### config.mk
export PLATFORM = sky130hd
export DESIGN_NAME = gemm_skew_feeder_flat
export DESIGN_NICKNAME = d
export VERILOG_FILES = /design/src/rtl/gemm_pkg.sv /design/src/rtl/gemm_skew_feeder_if.sv /design/src/rtl/gemm_skew_lane.sv /design/src/rtl/gemm_skew_feeder.sv /design/src/flat_wrapper.sv
export SDC_FILE = /design/constraint.sdc
export NUM_CORES = 1
export LEC_CHECK = 0
export CORE_ASPECT_RATIO = 0.9
export CORE_UTILIZATION = 48
export CTS_CLUSTER_SIZE = 40
export DETAILED_ROUTE_END_ITERATION = 8
export GPL_TIMING_DRIVEN = 0
export PLACE_DENSITY = 0.79
export RECOVER_POWER = 25
export SLEW_MARGIN = 30
export SYNTH_ARGS = -nofsm -noshare
export SYNTH_HDL_FRONTEND = slang
export SYNTH_SLANG_ARGS = --single-unit
### constraint.sdc
create_clock -name clock -period 1.9 [get_ports clock]
set_input_delay 0.38 -clock clock [delete_from_list [all_inputs] [get_ports clock]]
set_output_delay 0.38 -clock clock [all_outputs]
set_load 0.01 [all_outputs]
### src/rtl/gemm_pkg.sv
// Shared state type and sizing helpers for the GEMM operand skew feeder.
package gemm_pkg;

    typedef enum logic [1:0] {
        IDLE,
        STREAM,
        DRAIN
    } feed_state_t;

    localparam int unsigned LANE_W = 32;

    function automatic int unsigned beat_cnt_w(input int unsigned max_k);
        return $clog2(max_k + 1);
    endfunction

endpackage

### src/rtl/gemm_skew_feeder_if.sv
// Upstream beat handshake plus skewed per-lane outputs toward the array rows.
interface gemm_skew_feeder_if #(
    parameter int unsigned C_DATA_WIDTH = 32,
    parameter int unsigned C_LANES      = 4
);
    logic                            in_valid;
    logic                            in_ready;
    logic [C_LANES*C_DATA_WIDTH-1:0] in_data;
    logic                            in_last;
    logic [C_LANES*C_DATA_WIDTH-1:0] out_data;
    logic [C_LANES-1:0]              out_valid;
    logic [C_LANES-1:0]              out_last;

    modport master (
        output in_valid, in_data, in_last,
        input  in_ready, out_data, out_valid, out_last
    );

    modport slave (
        input  in_valid, in_data, in_last,
        output in_ready, out_data, out_valid, out_last
    );
endinterface

### src/rtl/gemm_skew_lane.sv
// Fixed-length delay line carrying one lane's data/valid/last; latency LEN cycles,
// shifts every cycle with no backpressure.
module gemm_skew_lane #(
    parameter int unsigned LEN = 1,
    parameter int unsigned W   = 32
) (
    input  logic         clock,
    input  logic         reset,
    input  logic [W-1:0] in_data,
    input  logic         in_valid,
    input  logic         in_last,
    output logic [W-1:0] out_data,
    output logic         out_valid,
    output logic         out_last
);
    localparam int unsigned WW = W + 2;

    logic [WW-1:0]          in_word;
    logic [LEN-1:0][WW-1:0] sr_q;

    assign in_word = {in_valid, in_last, in_data};

    if (LEN == 1) begin : g_one
        always_ff @(posedge clock) begin
            if (reset) sr_q <= '0;
            else       sr_q[0] <= in_word;
        end
    end else begin : g_many
        always_ff @(posedge clock) begin
            if (reset) sr_q <= '0;
            else       sr_q <= {sr_q[LEN-2:0], in_word};
        end
    end

    assign out_valid = sr_q[LEN-1][WW-1];
    assign out_last  = sr_q[LEN-1][WW-2];
    assign out_data  = sr_q[LEN-1][W-1:0];
endmodule

### src/rtl/gemm_skew_feeder.sv
// Feeds operand-A beats into the array with lane i delayed i+1 cycles; in_ready drops
// for C_LANES-1 cycles after each tile's last beat so the skew drains.
module gemm_skew_feeder
    import gemm_pkg::*;
#(
    parameter int unsigned C_DATA_WIDTH = LANE_W,
    parameter int unsigned C_LANES      = 4,
    parameter int unsigned C_MAX_K      = 256
) (
    input  logic                           clock,
    input  logic                           reset,
    gemm_skew_feeder_if.slave              feed,
    output logic                           tile_done,
    output logic [$clog2(C_MAX_K+1)-1:0]   tile_beats,
    output logic                           overflow
);
    localparam int unsigned CW = beat_cnt_w(C_MAX_K);
    localparam int unsigned DW = (C_LANES > 1) ? $clog2(C_LANES) : 1;

    feed_state_t             state_q, state_d;
    logic [DW-1:0]           drain_q, drain_d;
    logic [CW-1:0]           beat_q, beat_d, beats_q, beats_d, beat_inc;
    logic                    ovf_q, ovf_d;
    logic                    accept, last_accept, at_max;
    logic [C_LANES-1:0]      lane_vld, lane_last;
    logic [C_LANES*C_DATA_WIDTH-1:0] lane_data;

    assign feed.in_ready = ~reset & (state_q != DRAIN);
    assign accept        = feed.in_valid & feed.in_ready;
    assign last_accept   = accept & feed.in_last;
    assign at_max        = (beat_q == CW'(C_MAX_K));
    assign beat_inc      = at_max ? beat_q : beat_q + CW'(1);

    always_comb begin
        state_d = state_q;
        drain_d = drain_q;
        beat_d  = beat_q;
        beats_d = beats_q;
        ovf_d   = ovf_q;
        if (accept) begin
            beat_d = beat_inc;
            if (at_max) ovf_d = 1'b1;
        end
        case (state_q)
            IDLE, STREAM: begin
                if (accept) begin
                    state_d = STREAM;
                    if (feed.in_last) begin
                        beat_d  = '0;
                        beats_d = beat_inc;
                        if (C_LANES > 1) begin
                            state_d = DRAIN;
                            drain_d = DW'(C_LANES - 1);
                        end else begin
                            state_d = IDLE;
                        end
                    end
                end
            end
            DRAIN: begin
                if (drain_q == DW'(1)) begin
                    state_d = IDLE;
                    drain_d = '0;
                end else begin
                    drain_d = drain_q - DW'(1);
                end
            end
            default: state_d = IDLE;
        endcase
    end

    always_ff @(posedge clock) begin
        if (reset) begin
            state_q <= IDLE;
            drain_q <= '0;
            beat_q  <= '0;
            beats_q <= '0;
            ovf_q   <= 1'b0;
        end else begin
            state_q <= state_d;
            drain_q <= drain_d;
            beat_q  <= beat_d;
            beats_q <= beats_d;
            ovf_q   <= ovf_d;
        end
    end

    // Lane 0 sees a zero bubble whenever nothing is accepted.
    for (genvar i = 0; i < C_LANES; i++) begin : g_lane
        gemm_skew_lane #(
            .LEN (i + 1),
            .W   (C_DATA_WIDTH)
        ) u_lane (
            .clock     (clock),
            .reset     (reset),
            .in_data   (accept ? feed.in_data[i*C_DATA_WIDTH +: C_DATA_WIDTH] : '0),
            .in_valid  (accept),
            .in_last   (last_accept),
            .out_data  (lane_data[i*C_DATA_WIDTH +: C_DATA_WIDTH]),
            .out_valid (lane_vld[i]),
            .out_last  (lane_last[i])
        );
    end

    // Masking with reset hides in-flight skew contents during the reset cycle itself.
    assign feed.out_data  = lane_data;
    assign feed.out_valid = lane_vld  & {C_LANES{~reset}};
    assign feed.out_last  = lane_last & {C_LANES{~reset}};
    assign tile_done      = lane_vld[C_LANES-1] & lane_last[C_LANES-1] & ~reset;
    assign tile_beats     = beats_q;
    assign overflow       = ovf_q;
endmodule

### src/flat_wrapper.sv
// flat-port wrapper written by rule: the top's interface ports become plain ports
module gemm_skew_feeder_flat import gemm_pkg::*;
#(
    parameter int unsigned C_DATA_WIDTH = LANE_W,
    parameter int unsigned C_LANES      = 4,
    parameter int unsigned C_MAX_K      = 256
)
  (clock, reset, tile_done, tile_beats, overflow, feed_in_valid, feed_in_data, feed_in_last, feed_in_ready, feed_out_data, feed_out_valid, feed_out_last);
  gemm_skew_feeder_if #(.C_DATA_WIDTH(C_DATA_WIDTH), .C_LANES(C_LANES)) feed_i ();
  input  logic clock;
  input  logic reset;
  output logic tile_done;
  output logic [$clog2(C_MAX_K+1)-1:0] tile_beats;
  output logic overflow;
  input wire logic [$bits(feed_i.in_valid)-1:0] feed_in_valid;
  input wire logic [$bits(feed_i.in_data)-1:0] feed_in_data;
  input wire logic [$bits(feed_i.in_last)-1:0] feed_in_last;
  output wire logic [$bits(feed_i.in_ready)-1:0] feed_in_ready;
  output wire logic [$bits(feed_i.out_data)-1:0] feed_out_data;
  output wire logic [$bits(feed_i.out_valid)-1:0] feed_out_valid;
  output wire logic [$bits(feed_i.out_last)-1:0] feed_out_last;
  assign feed_i.in_valid = feed_in_valid;
  assign feed_i.in_data = feed_in_data;
  assign feed_i.in_last = feed_in_last;
  assign feed_in_ready = feed_i.in_ready;
  assign feed_out_data = feed_i.out_data;
  assign feed_out_valid = feed_i.out_valid;
  assign feed_out_last = feed_i.out_last;
  gemm_skew_feeder #(.C_DATA_WIDTH(C_DATA_WIDTH), .C_LANES(C_LANES), .C_MAX_K(C_MAX_K)) u_core (.clock(clock), .reset(reset), .feed(feed_i), .tile_done(tile_done), .tile_beats(tile_beats), .overflow(overflow));
endmodule
== Word-level counts from Yosys, hierarchy flattened ==
Index checks and enable logic that the tools add are counted.

* Input bits: 132
* Word-level logic and storage cells: 56
* Register bits: 357

* Bitwise logic cells: 9
* Add/subtract/negate cells: 2
* Multiplexer cells: 13
* Reductions and logical operators: 8
* Eq/ne operators: 8

{| class="wikitable"
|+ Operators by type and width
! operator !! number
|-
| 9-bit two-way mux || 5
|-
| 2-bit two-way mux || 6
|-
| 9-bit by 1-bit adder with 9-bit output, second input constant || 1
|-
| 9-bit equality test, second input constant || 1
|-
| 4-bit bitwise AND || 2
|-
| 2-bit case mux with 2 select lines || 2
|-
| 3-bit AND reduction || 2
|-
| 1-bit bitwise AND || 5
|-
| 2-bit by 1-bit equality test with 1-bit output, second input constant || 2
|-
| 2-bit by 1-bit != test with 1-bit output, second input constant || 2
|-
| 2-bit != test, second input constant || 2
|-
| 2-bit AND reduction || 2
|-
| 2-bit OR reduction || 2
|-
| 2-bit equality test, second input constant || 1
|-
| 2-bit zero test || 1
|-
| 1-bit NOT || 2
|-
| 2-bit nonzero test || 1
|-
| 2-bit by 1-bit subtractor with 2-bit output, second input constant || 1
|}

== Longest topological paths before layout ==
Gate-level depths: netlist (run 1).

* Depth in word-level cells: 7
* Mapped depth: 6
* Depth with buffers taken out: 5

== Cells and area by module ==
From an unflattened synthesis (run 1), not the netlist that was laid out.

* Cell total of the unflattened synthesis: 1098
* Area, all modules: 12025.3 µm²

{| class="wikitable"
|+ By module, submodules not included
! module !! sequential area each (µm²) !! times used !! area an instance (µm²) !! cells an instance
|-
| gemm_skew_lane at u_core.g_lane[3].u_lane || 2722.6 || 1 || 3920.0 || 319
|-
| gemm_skew_lane at u_core.g_lane[2].u_lane || 2042.0 || 1 || 2981.6 || 247
|-
| gemm_skew_feeder || 460.4 || 1 || 2109.5 || 286
|-
| gemm_skew_lane at u_core.g_lane[1].u_lane || 1361.3 || 1 || 2077.0 || 175
|-
| gemm_skew_lane at u_core.g_lane[0].u_lane || 680.7 || 1 || 937.1 || 71
|}

== Worst setup path after synthesis (run 1) ==
OpenSTA, ideal clock, no wires.

* Path type: input-to-output
* Start: input reset
* End: output feed_out_last[1]
* Buffers on the path: 3
* Cell stages on the path: 4
* Data required time: 1520 ps
* Path slack: 396 ps
* Arrival: 1124 ps
* Path through: buf_2 > buf_2 > clkbuf_1 > nor2b_1

* Word-level cells in the longest chain between the ends: 2

{| class="wikitable"
|+ RTL lines
! what !! line !! source
|-
| from (decl) || flat_wrapper.sv:11 || <nowiki>input logic reset;</nowiki>
|-
| 1-bit NOT || gemm_skew_feeder.sv:108 || <nowiki>assign feed.out_last = lane_last & {C_LANES{~reset}};</nowiki>
|-
| 4-bit bitwise AND || gemm_skew_feeder.sv:108 ||
|-
| to (decl) || flat_wrapper.sv:21 || <nowiki>output wire logic [$bits(feed_i.out_last)-1:0] feed_out_last;</nowiki>
|}

No other way between the ends.

== Worst setup path after layout (run 1) ==
* Start: register u_core.g_lane[3].u_lane.sr_q, in the netlist u_core.g_lane[3].u_lane.out_data[28]
* End: output feed_out_data[124]

{| class="wikitable"
|+ RTL lines
! what !! line !! source
|-
| from (decl) || gemm_skew_lane.sv:19 || <nowiki>logic [LEN-1:0][WW-1:0] sr_q;</nowiki>
|-
| from (signal assigned) || gemm_skew_lane.sv:31 || <nowiki>else sr_q <= {sr_q[LEN-2:0], in_word};</nowiki>
|-
| to (decl) || flat_wrapper.sv:19 || <nowiki>output wire logic [$bits(feed_i.out_data)-1:0] feed_out_data;</nowiki>
|}

No word-level cell between the ends.

==> results of run 1 <==
[stage by stage]
| step | hold WS [ns] | worst slack (ns) | utilization (%) | std cells |
|---|---|---|---|---|
| 2_1_floorplan | 0.414 | 0.396 | - | 942 |
| 3_3_place_gp | 0.414 | -0.669 | 63.7 | 1511 |
| 3_5_place_dp | 0.420 | -0.634 | 63.7 | 1511 |
| 4_1_cts | 0.411 | 0.00731 | 69.7 | 1574 |
| 5_1_grt | 0.428 | 0.000728 | 69.8 | 1575 |
| 6_report | 0.410 | 0.0500 | 69.8 | 1575 |
[state kept, by name, summed over array words and instances (netlist names), 2 cells and up]
register and flops:
u_core.beat_q 9, u_core.g_lane.u_lane.out_data 96, u_core.drain_q 2, u_core.tile_beats 9, u_core.g_lane.u_lane.sr_q 230, u_core.state_q 2
[cells by family (layout without fill, tap and decap cells)]
group,after synthesis,count (layout),share of synthesized area (%)
xor+xnor,8,8,0.652
other cells,0,1,0
flops,351,351,65.4
buf+inv,158,499,9.28
compound gates,29,29,1.72
fa+ha+maj,3,3,0.349
simple gates,393,393,22.6
[per-layer routing]
metal | GRT usage, % | routed length, um | vias to the layer above
met5 | 0 | 14 | -
met1 | 20.9 | 8850 | 3134
met2 | 36.2 | 11500 | 249
met3 | 6.94 | 1890 | 43
li1 | - | - | 3558
met4 | 6.88 | 521 | 2
[cell usage after synthesis (6+ instances only)]
cell type | count | area share, %
and3_1 | 129 | 7.5
dfxtp_1 | 351 | 65
nand4_1 | 7 | 0.41
nor2b_1 | 208 | 12
a21oi_1 | 9 | 0.42
buf_4 | 98 | 6.8
o21ai_0 | 6 | 0.28
nor2_1 | 18 | 0.63
clkbuf_1 | 37 | 1.3
nand3_1 | 6 | 0.28
buf_2 | 13 | 0.61
nand2_1 | 7 | 0.24
a211oi_1 | 7 | 0.49
[worst paths after layout]
check | end | slack, ns
min reg2reg | u_core.g_lane[3].u_lane.sr_q[64] | 0.43
max reg2reg | u_core.drain_q[0] | 0.20
max | feed_out_data[124] | 0.05
min | u_core.state_q[0] | 0.41
[layout make-up]
type / instances / area share (%)
diodes: 1 / 0.0164
clock inverters: 12 / 1.43
inverters: 3 / 0.0739
plain buffers: 155 / 6.63
clock buffers: 51 / 7.15
flip-flops and latches: 351 / 46.1
repair buffers: 278 / 18.3
well taps: 291 / 2.39
multi-input cells: 433 / 17.9
[worst reg2reg max path: stages (launching register included)]
cell and delay (ns):
dfxtp_1 0.34, nand2b_1 0.10, buf_2 0.27, clkbuf_1 0.54, o21ai_0 0.20, a21oi_1 0.18
[timing repair]
action	4_1_cts	5_1_grt
cloned	0	0
endpoints found under the hold margin	0	0
pin swaps	0	0
gates resized for setup	22	8
endpoints found under the setup margin	11	8
[report_power, final]
group	switching, mW	internal (mW)	leakage (nW)
registers	0.0778	7.59	2.86
logic	0.418	0.599	3.21
clock network	2.75	4.70	0.642
==> results_dict.tcl, run 1 <==
set metrics [dict create \
    status "finished clean" \
    synthFlopType "dfxtp_1" \
    vdd_drop_max_uv 737 \
    wirelength_um 22800 \
    powerDensity_mw_per_mm2 1060 \
    grt_max_degree 16 \
    io_pins 280 \
    worstMarginPinSlew_ns 0.661 \
    yosysWarnings 0 \
    final_area_sq_mm 0.0152 \
    yosysSeqAreaShare_pct 65.4 \
    worstPathArrival_ns 1.47 \
    regArea_sq_mm 0.00703 \
    final_cell_mix "dfxtp_1 (350), clkdlybuf4s50_1 (260), nor2b_1 (208), and3_1 (129), buf_4 (99)" \
    synthCells 942 \
    dr.pass1.iters 6 \
    wl_per_cell_um 14.5 \
    fp-row-count 51 \
    path_depth 2 \
    hold_viol 0 \
    drtIter0Drc 226 \
    root_buffer "clkbuf_16" \
    grt_pass1_wl_um 34700 \
    clockBufferDepth 3 \
    initial_core_util_pct 49.3 \
    die-area_sq_mm 0.0230 \
    multi_input_area_sq_mm 0.00273 \
    layout_commonest_cell "dfxtp_1" \
    die_x_um 160 \
    drv_cap 0 \
    die_h_um 144 \
    cts_buffers 35 \
    vias 6986 \
    cts_tree "built" \
    r2r.worst_path.cells 5 \
    hpwl_um 16200 \
    relSlewSlack_pct 55.9 \
    io_buffers 278 \
    crit_buf_inv 2 \
    hold_buffers 0 \
    setup_tns_ns 0 \
    grt_pass1_vias 6939 \
    fin_skew_ns 0.00926 \
    fin_crit_ns 1.85 \
    r2r-start "u_core.state_q[0]" \
    power_leakage_nw 6.71 \
    cp_cell_sequence "buf_4 -> clkdlybuf4s50_1" \
    gp_congestion 0.869 \
    slew_violations 0 \
    coreArea_sq_mm 0.0218 \
    nFillCells 1644 \
    hold_start "reset" \
    synthArstFlopShare_pct 0 \
    crit_start "u_core.g_lane[3].u_lane.out_data[28]" \
    synthToLayoutAreaGrowth_pct 41.7 \
    cts.sinks 351 \
    cpPeakStageDelay_ns 0.52 \
    post_cts_buffers 0 \
    hold_class "in2reg" \
    synth_area_sq_mm 0.0108 \
    synth-seq-cells 351 \
    setup-violations-final 0 \
    path_clk_slew_ns 0.06 \
    ys_types 37 \
    path_class "reg2out" \
    cp_top_family "buffers and inverters" \
    viasPerCell 4.44 \
    synth.net_count 1077 \
    grt_usage_pct 19.7 \
    htreeDepth 2 \
    synth_edf_count 0 \
    place_area_sq_mm 0.0139 \
    power_mw 16.1 \
    crit_path_top_delay_cell "clkdlybuf4s50_1" \
    endpoint_kind "output port" \
    rsz0062_at_grt "no" \
    fin_nets 1392 \
    clock_latency_ns 0.50 \
    cp_max_fo 1 \
    worst_setup_path_start_kind "flip-flop" \
    crit_required_ns 1.52 \
    max_freq_ghz 0.541 \
    avgSynthCellArea_sq_um 11.4 \
    grt_antenna_before_repair 3 \
    period_share_pct 97.4 \
    hold_depth 3 \
    drive_above_1_share_pct 15.0 \
    grt-ovfl-total 0 \
    drcViolationCount 0 \
    ant_nets 0 \
]
(Power assumes the default switching activity.)
==> inputs of run 2 (changes only) <==
Settings changed: ABC_CLOCK_PERIOD_IN_PS set to 1900, SKIP_CTS_REPAIR_TIMING set to 1.
==> run 2 against run 1 <==
Effect of this change:
- final cell count is the same
- largest cell class unchanged
- utilization grew 0.13 points
- sequential power is essentially flat
- first-iteration DRC count shrank 0.88%
- die area is the same
- flip-flop and latch count is the same
- power is essentially flat
- largest power group unchanged
- combinational power is essentially flat
- via count grew 0.19%
- clock skew is essentially flat
==> results_dict.tcl, run 2 (synthesis gave the netlist of run 1 again) <==
set metrics [dict create \
    vdd_drop_max_uv 740 \
    grt_pass1_wl_um 34800 \
    drv_cap 0 \
    clock_latency_ns 0.50 \
    worst_setup_path_start_kind "flip-flop" \
    fin_skew_ns 0.00949 \
    grt-ovfl-total 0 \
    cts_tree "built" \
    largest_reg_flops 230 \
    cts_buffers 35 \
    grt_pass1_vias 6950 \
    fin_crit_ns 1.85 \
    fin_hold_ws_ns 0.429 \
    drtIter0Drc 224 \
    grt_antenna_before_repair 3 \
    layout_commonest_cell "dfxtp_1" \
    viasPerCell 4.44 \
    root_buffer "clkbuf_16" \
    hpwl_um 16200 \
    largest-register "u_core.g_lane.u_lane.sr_q" \
    slew_violations 0 \
    endpoint_kind "output port" \
    io_pins 280 \
    initial_core_util_pct 49.3 \
    powerDensity_mw_per_mm2 1060 \
    die-area_sq_mm 0.0230 \
    ant_nets 0 \
    final_area_sq_mm 0.0153 \
    drcViolationCount 0 \
    drive_above_1_share_pct 14.7 \
    clockBufferDepth 3 \
    dr.pass1.iters 6 \
    status "finished clean" \
    cts.sinks 351 \
    power_leakage_nw 6.85 \
    wirelength_um 22900 \
    gp_congestion 0.869 \
    cp_max_fo 1 \
    fin_util_pct 69.9 \
    final_cell_mix "dfxtp_1 (350), clkdlybuf4s50_1 (260), nor2b_1 (208), and3_1 (129), buf_4 (98)" \
    setup-violations-final 0 \
    period_share_pct 97.4 \
    io_buffers 278 \
    crit_required_ns 1.52 \
    wl_per_cell_um 14.5 \
    die_x_um 160 \
    grt_max_degree 16 \
    place_area_sq_mm 0.0139 \
    grt_usage_pct 19.7 \
    vias 6999 \
    coreArea_sq_mm 0.0218 \
    hold_viol 0 \
    fp-row-count 51 \
    die_h_um 144 \
    fin_nets 1392 \
    max_freq_ghz 0.540 \
    worstPathArrival_ns 1.47 \
    hold_class "reg2reg" \
    rsz0062_at_grt "no" \
    path_clk_slew_ns 0.06 \
    path_class "reg2out" \
    worstMarginPinSlew_ns 0.673 \
    synthToLayoutAreaGrowth_pct 41.9 \
    relSlewSlack_pct 55.2 \
    nFillCells 1633 \
    htreeDepth 2 \
]
-- run 2: cell types whose count changed in the layout (fill, tap and decap cells not counted), sizes merged --
cell / delta
dlygate4sd2: -10
buf: -2
clkbuf: +1
dlymetal6s2s: +11
-- run 2: worst max-delay path, stage by stage (launching register included) --
cell	delay [ns]
dfxtp_1	0.34
buf_4	0.11
clkdlybuf4s50_1	0.52
-- run 2: cell type report --
cell class	count	area (sq um)	area share, %
Multi-Input combinational cell	433	2720	17.8
Sequential cell	351	7030	46.1
Timing Repair Buffer	278	2830	18.5
Buffer	155	1000	6.58
Tap cell	291	364	2.39
Inverter	3	11.3	0.0738
Antenna cell	1	2.50	0.0164
Clock inverter	12	218	1.43
Clock buffer	51	1090	7.13
-- run 2: per-layer routing --
layer	wire (um)	global-route usage (%)	up-vias
met4	533	7.03	2
li1	-	-	3562
met3	1870	6.97	45
met5	14	0	-
met1	8900	21.0	3140
met2	11600	36.1	250
-- run 2: worst paths after layout --
kind | startpoint | end | slack (ns) | depth (start not counted)
setup reg to reg | u_core.state_q[0] | u_core.drain_q[0] | 0.21 | 5
setup / recovery | u_core.g_lane[3].u_lane.out_data[28] | feed_out_data[124] | 0.05 | 2
hold / removal | u_core.g_lane[3].u_lane.sr_q[30] | u_core.g_lane[3].u_lane.sr_q[64] | 0.43 | 1
hold reg to reg | u_core.g_lane[3].u_lane.sr_q[30] | u_core.g_lane[3].u_lane.sr_q[64] | 0.43 | 1
-- run 2: metrics by stage --
stage               power (mW)  setup TNS (ns)  cells  setup WS [ns]
finish                    16.1               0   1575         0.0497
global route              16.7               0   1575       0.000728
CTS                       16.3           -4.89   1574         -0.631
detailed placement        8.85          -17.41   1511         -0.634
global placement          8.82          -16.48   1511         -0.669
floorplan                 8.26               0    942          0.396
-- run 2: power breakdown --
part	switching, mW	internal, mW	leakage, nW	total [mW]
Combinational	0.417	0.598	3.35	1.01
Clock	2.76	4.70	0.642	7.46
Sequential	0.0783	7.59	2.86	7.67
==> inputs of run 3 (changes only) <==
Settings changed: RECOVER_POWER 25 to 50, REMOVE_ABC_BUFFERS set to 1.
==> run 3 against run 2 <==
Effect of this change:
- sequential power about the same
- utilization decreased by 4.8 points
- global-route usage decreased by 2.8 points
- fmax increased by 0.37%
- power decreased by 5.5%
- first-iteration DRC count increased by 13%
- wire length decreased by 8.2%
==> results_dict.tcl, run 3 (synthesis gave the netlist of run 1 again) <==
set metrics [dict create \
    hold_start "reset" \
    vdd_drop_max_uv 657 \
    hold_class "in2reg" \
    htreeDepth 2 \
    pwr-share-clk_pct 43.6 \
    worst_setup_path_start_kind "flip-flop" \
    fp-row-count 51 \
    cts.sinks 351 \
    clockBufferDepth 3 \
    die_x_um 160 \
    sw_frac_of_total_pct 20.1 \
    clock_latency_ns 0.49 \
    fin_crit_ns 1.84 \
    combPwrFrac_pct 6.2 \
    hold_viol 0 \
    path_clk_slew_ns 0.06 \
    cts_buffers 34 \
    wirelength_um 21000 \
    endpoint_kind "output port" \
    max_freq_ghz 0.542 \
    die-area_sq_mm 0.0230 \
    layout_commonest_cell "dfxtp_1" \
    largest-register "u_core.g_lane.u_lane.sr_q" \
    fin_skew_ns 0.00924 \
    worstPathArrival_ns 1.46 \
    viasPerCell 4.56 \
    setup-violations-final 0 \
    drive_above_1_share_pct 6.01 \
    grt_usage_pct 16.9 \
    grt_max_degree 121 \
    wl_per_cell_um 14.8 \
    drv_cap 0 \
    grt-ovfl-total 0 \
    grt_most_used_layer "met2" \
    grt_pass1_wl_um 30900 \
    drtIter0Drc 253 \
    slew_violations 0 \
    root_buffer "clkbuf_16" \
    initial_core_util_pct 49.3 \
    ant_nets 0 \
    drcViolationCount 0 \
    powerDensity_mw_per_mm2 1070 \
    nFillCells 1669 \
    r2r-start "u_core.state_q[0]" \
    gp_congestion 0.814 \
    fin_nets 1244 \
    synthToLayoutAreaGrowth_pct 32.2 \
    cts_tree "built" \
    die_h_um 144 \
    final_cell_mix "dfxtp_1 (351), clkdlybuf4s50_1 (268), nor2b_1 (207), and3_1 (129), clkbuf_16 (36)" \
    io_buffers 279 \
    power_mw 15.3 \
    grt_pass1_vias 6129 \
    rsz0062_at_grt "no" \
    relSlewSlack_pct 22.2 \
    cp_max_fo 2 \
    worstMarginPinSlew_ns 1.17 \
    grt_antenna_before_repair 0 \
    vias 6482 \
    p_seq_share_pct 50.3 \
    n_antenna_cell 0 \
    status "finished clean" \
    coreArea_sq_mm 0.0218 \
    crit_required_ns 1.52 \
    path_class "reg2out" \
    hpwl_um 12800 \
    internal_power_mw 12.2 \
    power_leakage_nw 6.03 \
    met2_usage_pct 30.4 \
    io_pins 280 \
    power_switching_mw 3.07 \
    final_area_sq_mm 0.0142 \
    place_area_sq_mm 0.0130 \
    largest_reg_flops 230 \
    dr.pass1.iters 4 \
    use_met3_pct 5.68 \
    crit_start "u_core.g_lane[3].u_lane.sr_q[100]" \
    grt_use_met1_pct 18.9 \
    period_share_pct 97.0 \
]
-- run 3: cell types whose count changed in the layout (fill, tap and decap cells not counted), moves of 3 or more --
cell	delta
clkdlybuf4s50_1	+8
buf_2	-11
clkbuf_4	-3
clkbuf_2	-3
buf_4	-98
buf_12	+3
clkbuf_1	-29
clkbuf_8	-5
dlymetal6s2s_1	-7
buf_6	-3
-- run 3: worst max-delay path: stages (launching register included) --
cell,delay [ns]
dfxtp_1,0.32
nor2b_1,0.12
clkdlybuf4s50_1,0.54
-- run 3: stage by stage --
| stage | hold WS [ns] | TNS, ns | setup slack [ns] | utilization [%] | cells |
|---|---|---|---|---|---|
| after global routing | 0.256 | 0 | 0.00533 | 65.1 | 1422 |
| after CTS | 0.357 | -4.71 | -0.632 | 64.8 | 1419 |
| after floorplan | 0.414 | -54.96 | -0.921 | - | 787 |
| after detailed placement | 0.420 | -26.56 | -0.633 | 59.7 | 1361 |
| final | 0.257 | 0 | 0.0566 | 65.1 | 1422 |
| after global placement | 0.415 | -1961.65 | -6.81 | 59.2 | 1357 |
-- run 3: final timing paths --
kind                                         endpoint  slack, ns  depth (start not counted)
hold reg to reg      u_core.g_lane[3].u_lane.sr_q[52]       0.43                          1
hold / removal    u_core.g_lane[1].u_lane.out_data[2]       0.26                          2
setup reg to reg                     u_core.beat_q[5]       0.15                          3
setup / recovery                     feed_out_last[2]       0.06                          2
-- run 3: power groups by stage --
stage / logic, mW / clock network, mW / registers, mW
after floorplan: 0.279 / 0 / 7.85
after global placement: 0.892 / 0 / 7.82
after detailed placement: 0.919 / 0 / 7.83
after CTS: 0.926 / 6.82 / 7.67
after global routing: 1.02 / 7.16 / 7.69
final: 0.940 / 6.64 / 7.67
-- run 3: cell type report --
type,instances,area (sq um),area share (%)
clock buffers,50,992,6.98
clock inverters,8,123,0.863
inverters,3,11.3,0.0792
multi-input cells,433,2740,19.3
flip-flops and latches,351,7030,49.4
well taps,291,364,2.56
repair buffers,286,2960,20.8
-- run 3: metal layers --
metal / up-vias / share of wire [%]
met4: 0 / 2.0
met5: - / 0
met3: 36 / 7.5
met2: 217 / 50
li1: 3255 / -
met1: 2974 / 40
